## config.mk

```make
export PLATFORM = sky130hd
export DESIGN_NAME = mem_hexdump
export DESIGN_NICKNAME = d
export VERILOG_FILES = /design/src/rtl/mem_hexdump.sv
export SDC_FILE = /design/constraint.sdc
export NUM_CORES = 1
export LEC_CHECK = 0
export BUFFER_PORTS_ARGS = -buffer_cell sky130_fd_sc_hd__buf_2
export CELL_PAD_IN_SITES_DETAIL_PLACEMENT = 1
export CELL_PAD_IN_SITES_GLOBAL_PLACEMENT = 1
export CORE_AREA = 2 2 117 119
export DETAILED_ROUTE_END_ITERATION = 8
export DIE_AREA = 0 0 119 121
export PLACE_DENSITY = 0.7
export SLEW_MARGIN = 10
export SYNTH_ARGS = -nofsm -noshare
export SYNTH_HDL_FRONTEND = slang
export SYNTH_SLANG_ARGS = --single-unit
```

## constraint.sdc

```tcl
create_clock -name i_clk -period 3.2 [get_ports i_clk]
set_clock_uncertainty 0.05 [all_clocks]
set_input_delay 0.96 -clock i_clk [delete_from_list [all_inputs] [get_ports i_clk]]
set_output_delay 0.96 -clock i_clk [all_outputs]
set_load 0.005 [all_outputs]
```

## src/rtl/mem_hexdump.sv

```systemverilog
// mem_hexdump: hardware hex/ASCII memory dumper.
//
// On i_start the block latches a byte window, walks it row by row through a
// single-cycle-latency read port and streams a formatted text dump on a
// valid/ready byte stream. Each row is printed as:
//   '\n' AAAA ':' { ' ' before each group } hh hh ... [ "  " ASCII column ]
// and one final '\n' ends the dump.
//
// Optional feature macro: MEM_HEXDUMP_ASCII_EN
//   defined   : two-space gap plus ASCII column, replayed from a row buffer
//   undefined : rows end after the last hex pair, no row buffer
//
// Ports:
//   i_clk        clock
//   i_rst        synchronous reset, active-high (aborts a dump, no done)
//   i_start      pulse: latch i_addr/i_len and begin (ignored while busy)
//   i_addr       first byte of the window
//   i_len        byte count, 0 = empty dump
//   o_mem_rd     memory read strobe
//   o_mem_addr   memory read address
//   i_mem_data   read data, valid the cycle after o_mem_rd
//   o_out_valid  o_out_char valid
//   i_out_ready  sink accepts o_out_char this cycle
//   o_out_char   ASCII output character
//   o_busy       dump in progress
//   o_done       1-cycle pulse after the final character is accepted
module mem_hexdump #(
  parameter int unsigned AW        = 17,
  parameter int unsigned ROW_BYTES = 16,
  parameter int unsigned GROUP     = 4,
  parameter int unsigned ADDR_DIG  = 4
) (
  input  logic          i_clk,
  input  logic          i_rst,
  input  logic          i_start,
  input  logic [AW-1:0] i_addr,
  input  logic [AW-1:0] i_len,
  output logic          o_mem_rd,
  output logic [AW-1:0] o_mem_addr,
  input  logic [7:0]    i_mem_data,
  output logic          o_out_valid,
  input  logic          i_out_ready,
  output logic [7:0]    o_out_char,
  output logic          o_busy,
  output logic          o_done
);

  localparam int unsigned IW = (ROW_BYTES > 1) ? $clog2(ROW_BYTES) : 1;
  localparam logic [AW-1:0] RowMask = ~AW'(ROW_BYTES - 1);
  localparam logic [AW-1:0] RowStep = AW'(ROW_BYTES);
  localparam logic [IW-1:0] IdxLast = IW'(ROW_BYTES - 1);
  localparam logic [3:0]    DigLast = 4'(ADDR_DIG - 1);

  typedef enum logic [3:0] {
    S_IDLE, S_NL, S_ADDR, S_COLON, S_SEP, S_FETCH, S_WAIT,
    S_HI, S_LO, S_GAP, S_ASC, S_EOL, S_DONE
  } state_t;

  state_t        r_state, w_state_nxt;
  logic [AW-1:0] r_row, w_row_nxt;          // current row base address
  logic [AW-1:0] r_last_row, w_last_row_nxt;
  logic [IW-1:0] r_idx, w_idx_nxt;          // byte index within the row
  logic [3:0]    r_cnt, w_cnt_nxt;          // address digit / gap counter
  logic [7:0]    r_byte, w_byte_nxt;        // byte being printed in hex

  logic [AW:0]   w_last_full;
  logic [AW-1:0] w_last_sat;
  logic [IW-1:0] w_idx_inc;
  logic          w_grp_next;
  logic [3:0]    w_nib;
  logic          w_last_row;

  function automatic logic [7:0] hex_char(input logic [3:0] n);
    return (n < 4'd10) ? (8'h30 + {4'h0, n}) : (8'h57 + {4'h0, n});
  endfunction

  // End of the window, saturated so a window running off the top of memory
  // stops at the last address instead of wrapping.
  assign w_last_full = {1'b0, i_addr} + {1'b0, i_len} - {{AW{1'b0}}, 1'b1};
  assign w_last_sat  = w_last_full[AW] ? {AW{1'b1}} : w_last_full[AW-1:0];

  assign w_idx_inc  = r_idx + IW'(1);
  assign w_grp_next = ((32'(w_idx_inc) % GROUP) == 32'd0);
  assign w_nib      = 4'(r_row >> {r_cnt, 2'b00});
  assign w_last_row = (r_row == r_last_row);

`ifdef MEM_HEXDUMP_ASCII_EN
  logic [7:0] r_buf [ROW_BYTES];
  logic [7:0] w_asc_byte;

  // Row buffer feeds the ASCII column so memory is read only once per byte.
  always_ff @(posedge i_clk) begin
    if (r_state == S_WAIT) begin
      r_buf[r_idx] <= i_mem_data;
    end
  end

  assign w_asc_byte = r_buf[r_idx];
`endif

  always_ff @(posedge i_clk) begin
    if (i_rst) begin
      r_state    <= S_IDLE;
      r_row      <= '0;
      r_last_row <= '0;
      r_idx      <= '0;
      r_cnt      <= '0;
      r_byte     <= '0;
    end else begin
      r_state    <= w_state_nxt;
      r_row      <= w_row_nxt;
      r_last_row <= w_last_row_nxt;
      r_idx      <= w_idx_nxt;
      r_cnt      <= w_cnt_nxt;
      r_byte     <= w_byte_nxt;
    end
  end

  always_comb begin
    w_state_nxt    = r_state;
    w_row_nxt      = r_row;
    w_last_row_nxt = r_last_row;
    w_idx_nxt      = r_idx;
    w_cnt_nxt      = r_cnt;
    w_byte_nxt     = r_byte;
    o_mem_rd       = 1'b0;
    o_mem_addr     = '0;
    o_out_valid    = 1'b0;
    o_out_char     = 8'h00;
    o_done         = 1'b0;

    unique case (r_state)
      S_IDLE: begin
        if (i_start) begin
          if (i_len == '0) begin
            w_state_nxt = S_DONE;
          end else begin
            w_row_nxt      = i_addr & RowMask;
            w_last_row_nxt = w_last_sat & RowMask;
            w_state_nxt    = S_NL;
          end
        end
      end
      S_NL: begin
        o_out_valid = 1'b1;
        o_out_char  = 8'h0a;
        if (i_out_ready) begin
          w_cnt_nxt   = DigLast;
          w_state_nxt = S_ADDR;
        end
      end
      S_ADDR: begin
        o_out_valid = 1'b1;
        o_out_char  = hex_char(w_nib);
        if (i_out_ready) begin
          if (r_cnt == 4'd0) w_state_nxt = S_COLON;
          else               w_cnt_nxt   = r_cnt - 4'd1;
        end
      end
      S_COLON: begin
        o_out_valid = 1'b1;
        o_out_char  = 8'h3a;
        if (i_out_ready) begin
          // Byte 0 always starts a group.
          w_idx_nxt   = '0;
          w_state_nxt = S_SEP;
        end
      end
      S_SEP: begin
        o_out_valid = 1'b1;
        o_out_char  = 8'h20;
        if (i_out_ready) w_state_nxt = S_FETCH;
      end
      S_FETCH: begin
        o_mem_rd    = 1'b1;
        o_mem_addr  = r_row + AW'(r_idx);
        w_state_nxt = S_WAIT;
      end
      S_WAIT: begin
        w_byte_nxt  = i_mem_data;
        w_state_nxt = S_HI;
      end
      S_HI: begin
        o_out_valid = 1'b1;
        o_out_char  = hex_char(r_byte[7:4]);
        if (i_out_ready) w_state_nxt = S_LO;
      end
      S_LO: begin
        o_out_valid = 1'b1;
        o_out_char  = hex_char(r_byte[3:0]);
        if (i_out_ready) begin
          if (r_idx == IdxLast) begin
`ifdef MEM_HEXDUMP_ASCII_EN
            w_cnt_nxt   = 4'd1;
            w_state_nxt = S_GAP;
`else
            if (w_last_row) begin
              w_state_nxt = S_EOL;
            end else begin
              w_row_nxt   = r_row + RowStep;
              w_state_nxt = S_NL;
            end
`endif
          end else begin
            w_idx_nxt   = w_idx_inc;
            w_state_nxt = w_grp_next ? S_SEP : S_FETCH;
          end
        end
      end
`ifdef MEM_HEXDUMP_ASCII_EN
      S_GAP: begin
        o_out_valid = 1'b1;
        o_out_char  = 8'h20;
        if (i_out_ready) begin
          if (r_cnt == 4'd0) begin
            w_idx_nxt   = '0;
            w_state_nxt = S_ASC;
          end else begin
            w_cnt_nxt = r_cnt - 4'd1;
          end
        end
      end
      S_ASC: begin
        o_out_valid = 1'b1;
        o_out_char  = (w_asc_byte < 8'h20 || w_asc_byte >= 8'h7f) ? 8'h2e : w_asc_byte;
        if (i_out_ready) begin
          if (r_idx == IdxLast) begin
            if (w_last_row) begin
              w_state_nxt = S_EOL;
            end else begin
              w_row_nxt   = r_row + RowStep;
              w_state_nxt = S_NL;
            end
          end else begin
            w_idx_nxt = w_idx_inc;
          end
        end
      end
`endif
      S_EOL: begin
        o_out_valid = 1'b1;
        o_out_char  = 8'h0a;
        if (i_out_ready) w_state_nxt = S_DONE;
      end
      S_DONE: begin
        o_done      = 1'b1;
        w_state_nxt = S_IDLE;
      end
      default: w_state_nxt = S_IDLE;
    endcase
  end

  assign o_busy = (r_state != S_IDLE) && (r_state != S_DONE);

endmodule

```

==> results.ini, run 1 <==
[status]
status = completed

[die]
initial_core_util_pct = 33.6
die_area_sq_mm = 0.0144
die_x_um = 119
die_h_um = 121
core_sq_mm = 0.0131
ios = 75
rows = 42

[worst_hold_path]
holdPathStages = 2
whs_endpoint = r_byte[4]
hp-class = reg2reg
hp-start = r_byte[4]

[worst_setup_path]
critical_path_class = reg2out
cp_top_family = compound AO/OA/AOI/OAI gates
crit_chain = buf_6 > mux2_4 > a22oi_2 > nor2_1 > a31oi_1 > or2_4 > ha_4 > nand2_1 > xnor2_1 > o21ai_1 > buf_2
cp_data_required_time_ps = 2190
startpoint = r_cnt[1]
worstReg2RegEnd = r_row[11]
crit_arrival_ps = 2140
reg2reg_depth = 8
worstPathBufferInverterCount = 2
rr_startpoint = r_state[3]
cpPeakStageDelay_ps = 340
startpoint_type = register
cp_max_fo = 5
slowest_stage = dfxtp_2
worstSetupEndpointType = primary output
r2r_setup_slack_ps = 690

[grt]
globalRouteTotalUtil_pct = 20.5
met2_usage_pct = 37.9
met1_usage_pct = 24.4
grt-ovfl-total = 0
grt_pass1_vias = 4879
antenna_found_initial = 0
grt_max_degree = 30
use_met3_pct = 3.10
grt_pass1_wl_um = 23800
busiest_layer = met2

[sta]
maxSlewViolCount = 0
fin_ws_ps = 54.8
max_freq_mhz = 318
rsz0062_at_grt = true
max-slew-margin-rel_pct = 57.5
fin_crit_sh_pct = 98.3
final-setup-viol-count = 0
hold_viol = 0
worstMarginPinSlew_ps = 631
tns_ps = 0
period_needed_ps = 3150

[clock_network]
cts_buffer_depth = 2
cts_buffers = 5
cts_tree = built
cts_max_level = 2
clk_latency_ps = 300
postCtsHoldBufs = 0
cts.clk_slew.worst_paths_ps = 70
cts_sinks = 46
root_buffer = clkbuf_16

[pwr]
seqPwrFrac_pct = 26.1
power_density_mw_per_mm2 = 576
p_clk_share_pct = 19.6
pwr-share-comb_pct = 54.3
power_switching_uw = 1320
power_leakage_uw = 0.00246
p_int_uw = 1850
peakVddDrop_mv = 0.198
power_switching_share_pct = 41.7

[yosys]
synth_warnings = 0
synthFlopType = dfxtp_1
ys_async_sr_fraction_pct = 0
syn_area_per_cell_sq_um = 7.17
synth-edff-count = 0
ys_seq_area_share_pct = 20.9
yosysUniqueCellTypes = 67
synth_seq_cells = 46
synthCells = 614
synth_area_sq_mm = 0.00440

[placement]
dp_slack_ps = -135
place_inst = 877
portBuffers = 73
dp_hpwl_um = 11500
place_congestion = 0.873

[final_layout]
area_growth_pct = 25.3
final_common_cell = inv_1
fillers = 1648
diodes = 0
drive_gt1_share_pct = 24.4
final_cell_mix = inv_1 (82), buf_2 (73), a21oi_1 (55), nor2_1 (53), buf_4 (52)
nets = 797
finalNonFillerCells = 890
final_core_utilization_pct = 42.2

[routing]
wire_per_inst_um = 16.2
antenna_left = 0
avgViaCountPerCell = 5.27
drt_iter0_drc = 235
drt-pass1-iter-count = 4
num_vias = 4693
drc = 0
wirelength_um = 14500

[flow_run]
max-cap-violations = 0

-- sequential cells by signal, indices dropped and copies added (netlist names) --
register    count
r_last_row     13
r_row          13
r_byte          8
r_cnt           4
r_idx           4
r_state         4
-- layout make-up --
| type | count | area (sq um) | share of cell area [%] |
|---|---|---|---|
| Clock buffer | 5 | 125 | 2.27 |
| Clock inverter | 3 | 43.8 | 0.794 |
| Inverter | 84 | 315 | 5.72 |
| Multi-Input combinational cell | 448 | 3090 | 56.0 |
| Sequential cell | 46 | 923 | 16.7 |
| Tap cell | 176 | 220 | 3.99 |
| Timing Repair Buffer | 128 | 798 | 14.5 |
-- worst register-to-register path, delay by kind of cell (launching register included) --
family | cells | cell delay [ps]
DFF | 1 | 590
and+or+nand+nor | 3 | 620
buffers and inverters | 3 | 590
AOI/OAI and AO/OA | 2 | 540
-- repair_timing --
item,4_1_cts,5_1_grt
setup endpoints to repair,4,5
buffers inserted,3,3
pin swaps,3,7
resized for setup,9,9
-- how the worst max path moves through the flow --
stage,endpoint,depth (start not counted)
floorplan,r_last_row[16],12
global placement,r_last_row[14],12
detailed placement,r_last_row[14],12
CTS,o_out_char[1],11
finish,o_out_char[2],11
global route,o_out_char[2],11
-- metal layers --
layer	part of all wire, %	wire length (um)
met5	0	0
met4	1.4	201
met3	5.0	720
met2	51	7360
met1	43	6170
-- synth_stat cells, drive strengths merged (5+ instances only) --
cell type,number,share of area (%)
clkbuf,22,1.9
mux2i,9,2.0
buf,15,2.0
o21ai,30,3.4
inv,83,7.1
a311oi,6,1.2
and3,7,0.99
nor3,21,2.5
xnor2,23,4.7
nand2,40,3.4
ha,38,11
dfxtp,46,21
nand3,19,2.2
nand4,9,1.3
or2,7,0.99
xor2,13,2.6
a21o,5,0.85
nor2b,6,0.85
nand2b,6,0.85
o32ai,9,1.8
or3,11,1.6
nor2,53,4.5
a22oi,5,0.85
and2,10,1.5
a211oi,14,3.2
a21oi,57,6.5
-- cells by family after synthesis --
kind of cell,Yosys count,share of synthesized area [%]
simple gates,202,22.9
compound gates,157,23.9
buf+inv,121,11.0
flops,46,20.9
fa+ha+maj,38,10.8
xor+xnor,36,7.33
mux,13,3.07
other cells,1,0.0852
-- per-stage QoR --
stage               hold WS, ps  power (uW)  area (sq um)
floorplan                   410        1910          4450
global placement            431        2430          5250
detailed placement          450        2500          5250
CTS                         466        3160          5470
global route                492        3400          5520
finish                      453        3180          5520
-- power groups by stage --
| stage | clock network [uW] | logic (uW) | registers [uW] |
|---|---|---|---|
| floorplan | 0 | 1120 | 789 |
| global placement | 0 | 1600 | 830 |
| detailed placement | 0 | 1670 | 838 |
| CTS | 636 | 1700 | 830 |
| global route | 660 | 1890 | 847 |
| finish | 623 | 1720 | 830 |
Note: power is estimated with default switching activity, not from simulation.
==> run 2: changes to the inputs <==
PLACE_DENSITY = 0.67   (was 0.7)
clock period = 3.1 ns   (was 3.2 ns; I/O delays follow)
==> run 2 against run 1 <==
The run now ends with negative setup slack left. Sequential power up 1%. Critical path depth shrank 1. Hold slack got worse by 0.91 ps. Die area stayed put. Sequential share of layout area is 0.32 points lower. Non-clock buffer count is 17 higher. Final cell count is 1.9% higher. Core utilization grew 0.87 points. Wire length is 1.2% higher. Setup slack worse by 64 ps. Flip-flop and latch count did not move. Critical endpoint is now o_out_char[1].
==> results.ini, run 2 (synthesized netlist as in run 1, its figures left out) <==
[sta]
period_needed_ps = 3110
maxSlewViolCount = 0  ; unchanged
final-setup-viol-count = 1  ; was 0
tns_ps = -8.96  ; was 0 ps
rsz0062_at_grt = true  ; unchanged
max_freq_mhz = 322
max-slew-margin-rel_pct = 57.7  ; was 57.5%
hold_viol = 0  ; unchanged
worstMarginPinSlew_ps = 627  ; was 631 ps
fin_ws_ps = -8.96  ; was 54.8 ps
fin_crit_sh_pct = 100

[routing]
top_layer_used = met4  ; unchanged
wire_per_inst_um = 16.1  ; was 16.2 um
drc = 0  ; unchanged
drt-pass1-iter-count = 4  ; unchanged
wl_met2_um = 7660  ; was 7360 um
num_vias = 4748  ; was 4693
wl_met1_um = 6420  ; was 6170 um
drt_iter0_drc = 224  ; was 235
antenna_left = 0  ; unchanged
wl_met3_um = 372  ; was 720 um
avgViaCountPerCell = 5.23  ; was 5.27
wirelength_um = 14600  ; was 14500 um

[grt]
antenna_found_initial = 0  ; unchanged
grt_pass1_vias = 5019  ; was 4879
grt-ovfl-total = 0  ; unchanged
grt_max_degree = 45  ; was 30
grt_pass1_wl_um = 24200  ; was 23800 um
globalRouteTotalUtil_pct = 20.5  ; about the same

[pwr]
power_switching_share_pct = 42.4  ; was 41.7%
power_density_mw_per_mm2 = 569  ; was 576 mW/mm^2
p_int_uw = 1840  ; was 1850 uW
pwr-share-comb_pct = 56.8  ; was 54.3%
finalPower_uw = 3200  ; was 3180 uW
peakVddDrop_mv = 0.264  ; was 0.198 mV
power_leakage_uw = 0.00253  ; was 0.00246 uW
seqPwrFrac_pct = 26.2  ; was 26.1%
power_switching_uw = 1360  ; was 1320 uW
p_clk_share_pct = 17.1  ; was 19.6%

[die]
initial_core_util_pct = 33.6  ; unchanged
die_x_um = 119  ; unchanged
die_area_sq_mm = 0.0144  ; unchanged
rows = 42  ; unchanged
die_h_um = 121  ; unchanged
core_sq_mm = 0.0131  ; unchanged
ios = 75  ; unchanged

[status]
violations = negative setup slack
status = finished with violations  ; was completed

[worst_hold_path]
hp-class = reg2reg  ; unchanged
hp-start = r_byte[4]  ; unchanged

[placement]
place_inst = 897  ; was 877
dp_slack_ps = -220  ; was -135 ps
dp_hpwl_um = 11800  ; was 11500 um
place_congestion = 0.821  ; was 0.873
portBuffers = 73  ; unchanged

[worst_setup_path]
cp_data_required_time_ps = 2120  ; was 2190 ps
worstSetupEndpointType = primary output  ; unchanged
startpoint_type = register  ; unchanged
startpoint = r_cnt[1]  ; unchanged
cp_max_fo = 6  ; was 5
crit_arrival_ps = 2130  ; was 2140 ps
critical_path_class = reg2out  ; unchanged
rr_startpoint = r_row[14]  ; was r_state[3]

[final_layout]
final_common_cell = inv_1  ; unchanged
fillers = 1686  ; was 1648
multi_input_area_sq_mm = 0.00311  ; was 0.00309 sq mm
final_cell_mix = inv_1 (82), buf_2 (73), buf_4 (71), a21oi_1 (54), nor2_1 (53)  ; was inv_1 (82), buf_2 (73), a21oi_1 (55), nor2_1 (53), buf_4 (52)
drive_gt1_share_pct = 26.5  ; was 24.4%
area_growth_pct = 27.9  ; was 25.3%
finalNonFillerCells = 907  ; was 890
reg_top3 = r_last_row (13), r_row (13), r_byte (8)  ; unchanged
diodes = 0  ; unchanged
final_core_utilization_pct = 43.0  ; was 42.2%
nets = 814  ; was 797
seqCellArea_sq_um = 925  ; was 923 sq um

[clock_network]
cts_tree = built  ; unchanged
clk_latency_ps = 290  ; was 300 ps
cts_sinks = 46  ; unchanged
cts_buffers = 5  ; unchanged
cts_max_level = 2  ; unchanged
root_buffer = clkbuf_16  ; unchanged
cts.clk_slew.worst_paths_ps = 70  ; about the same
cts_buffer_depth = 2  ; unchanged

[flow_run]
max-cap-violations = 0  ; unchanged

run 2: what timing repair did:
item | 4_1_cts | 5_1_grt
buffers inserted | 1 | 1
gates resized for setup | 12 | 7
cloned | 0 | 0
hold buffers | 0 | 0
pin swaps | 2 | 3
endpoints found under the setup margin | 5 | 8
run 2: path summary, 6_finish.rpt:
kind / endpoint / slack [ps] / cells past startpoint
max: o_out_char[1] / -9 / 10
max reg2reg: r_row[9] / 490 / 9
min: r_byte[4] / 450 / 2
min reg2reg: r_byte[4] / 450 / 2
run 2: layer usage:
layer	vias up	track usage (%)
met5	-	0
met4	0	3.57
met3	14	1.74
met2	80	39.8
met1	2295	24.6
li1	2359	-
run 2: worst max-delay path, cell delays in order, from the launching register on:
cell,delay (ps)
dfxtp_4,400
mux2_4,310
a22oi_2,130
nor2_1,70
a31oi_1,190
or2_4,170
ha_4,200
a21oi_2,120
nand2_1,80
nand3_2,70
buf_2,110
run 2: power by group through the flow:
stage | Clock [uW] | Sequential (uW) | Combinational [uW]
detailed placement | 0 | 846 | 1770
global placement | 0 | 843 | 1700
floorplan | 0 | 815 | 1160
CTS | 558 | 836 | 1810
finish | 546 | 839 | 1820
global route | 578 | 855 | 2000
run 2: cell type report:
type                       instances  area share (%)
clock buffer                       5            2.22
inverter                          84            5.60
clock inverter                     3           0.378
multi-input combinational        448            55.3
sequential                        46            16.4
timing repair buffer             145            16.2
tap                              176            3.91
run 2: stage by stage:
stage	area [sq um]	hold WS, ps
final	5630	452
after CTS	5590	464
after global placement	5400	431
after detailed placement	5400	447
after global routing	5630	480
after floorplan	4450	410
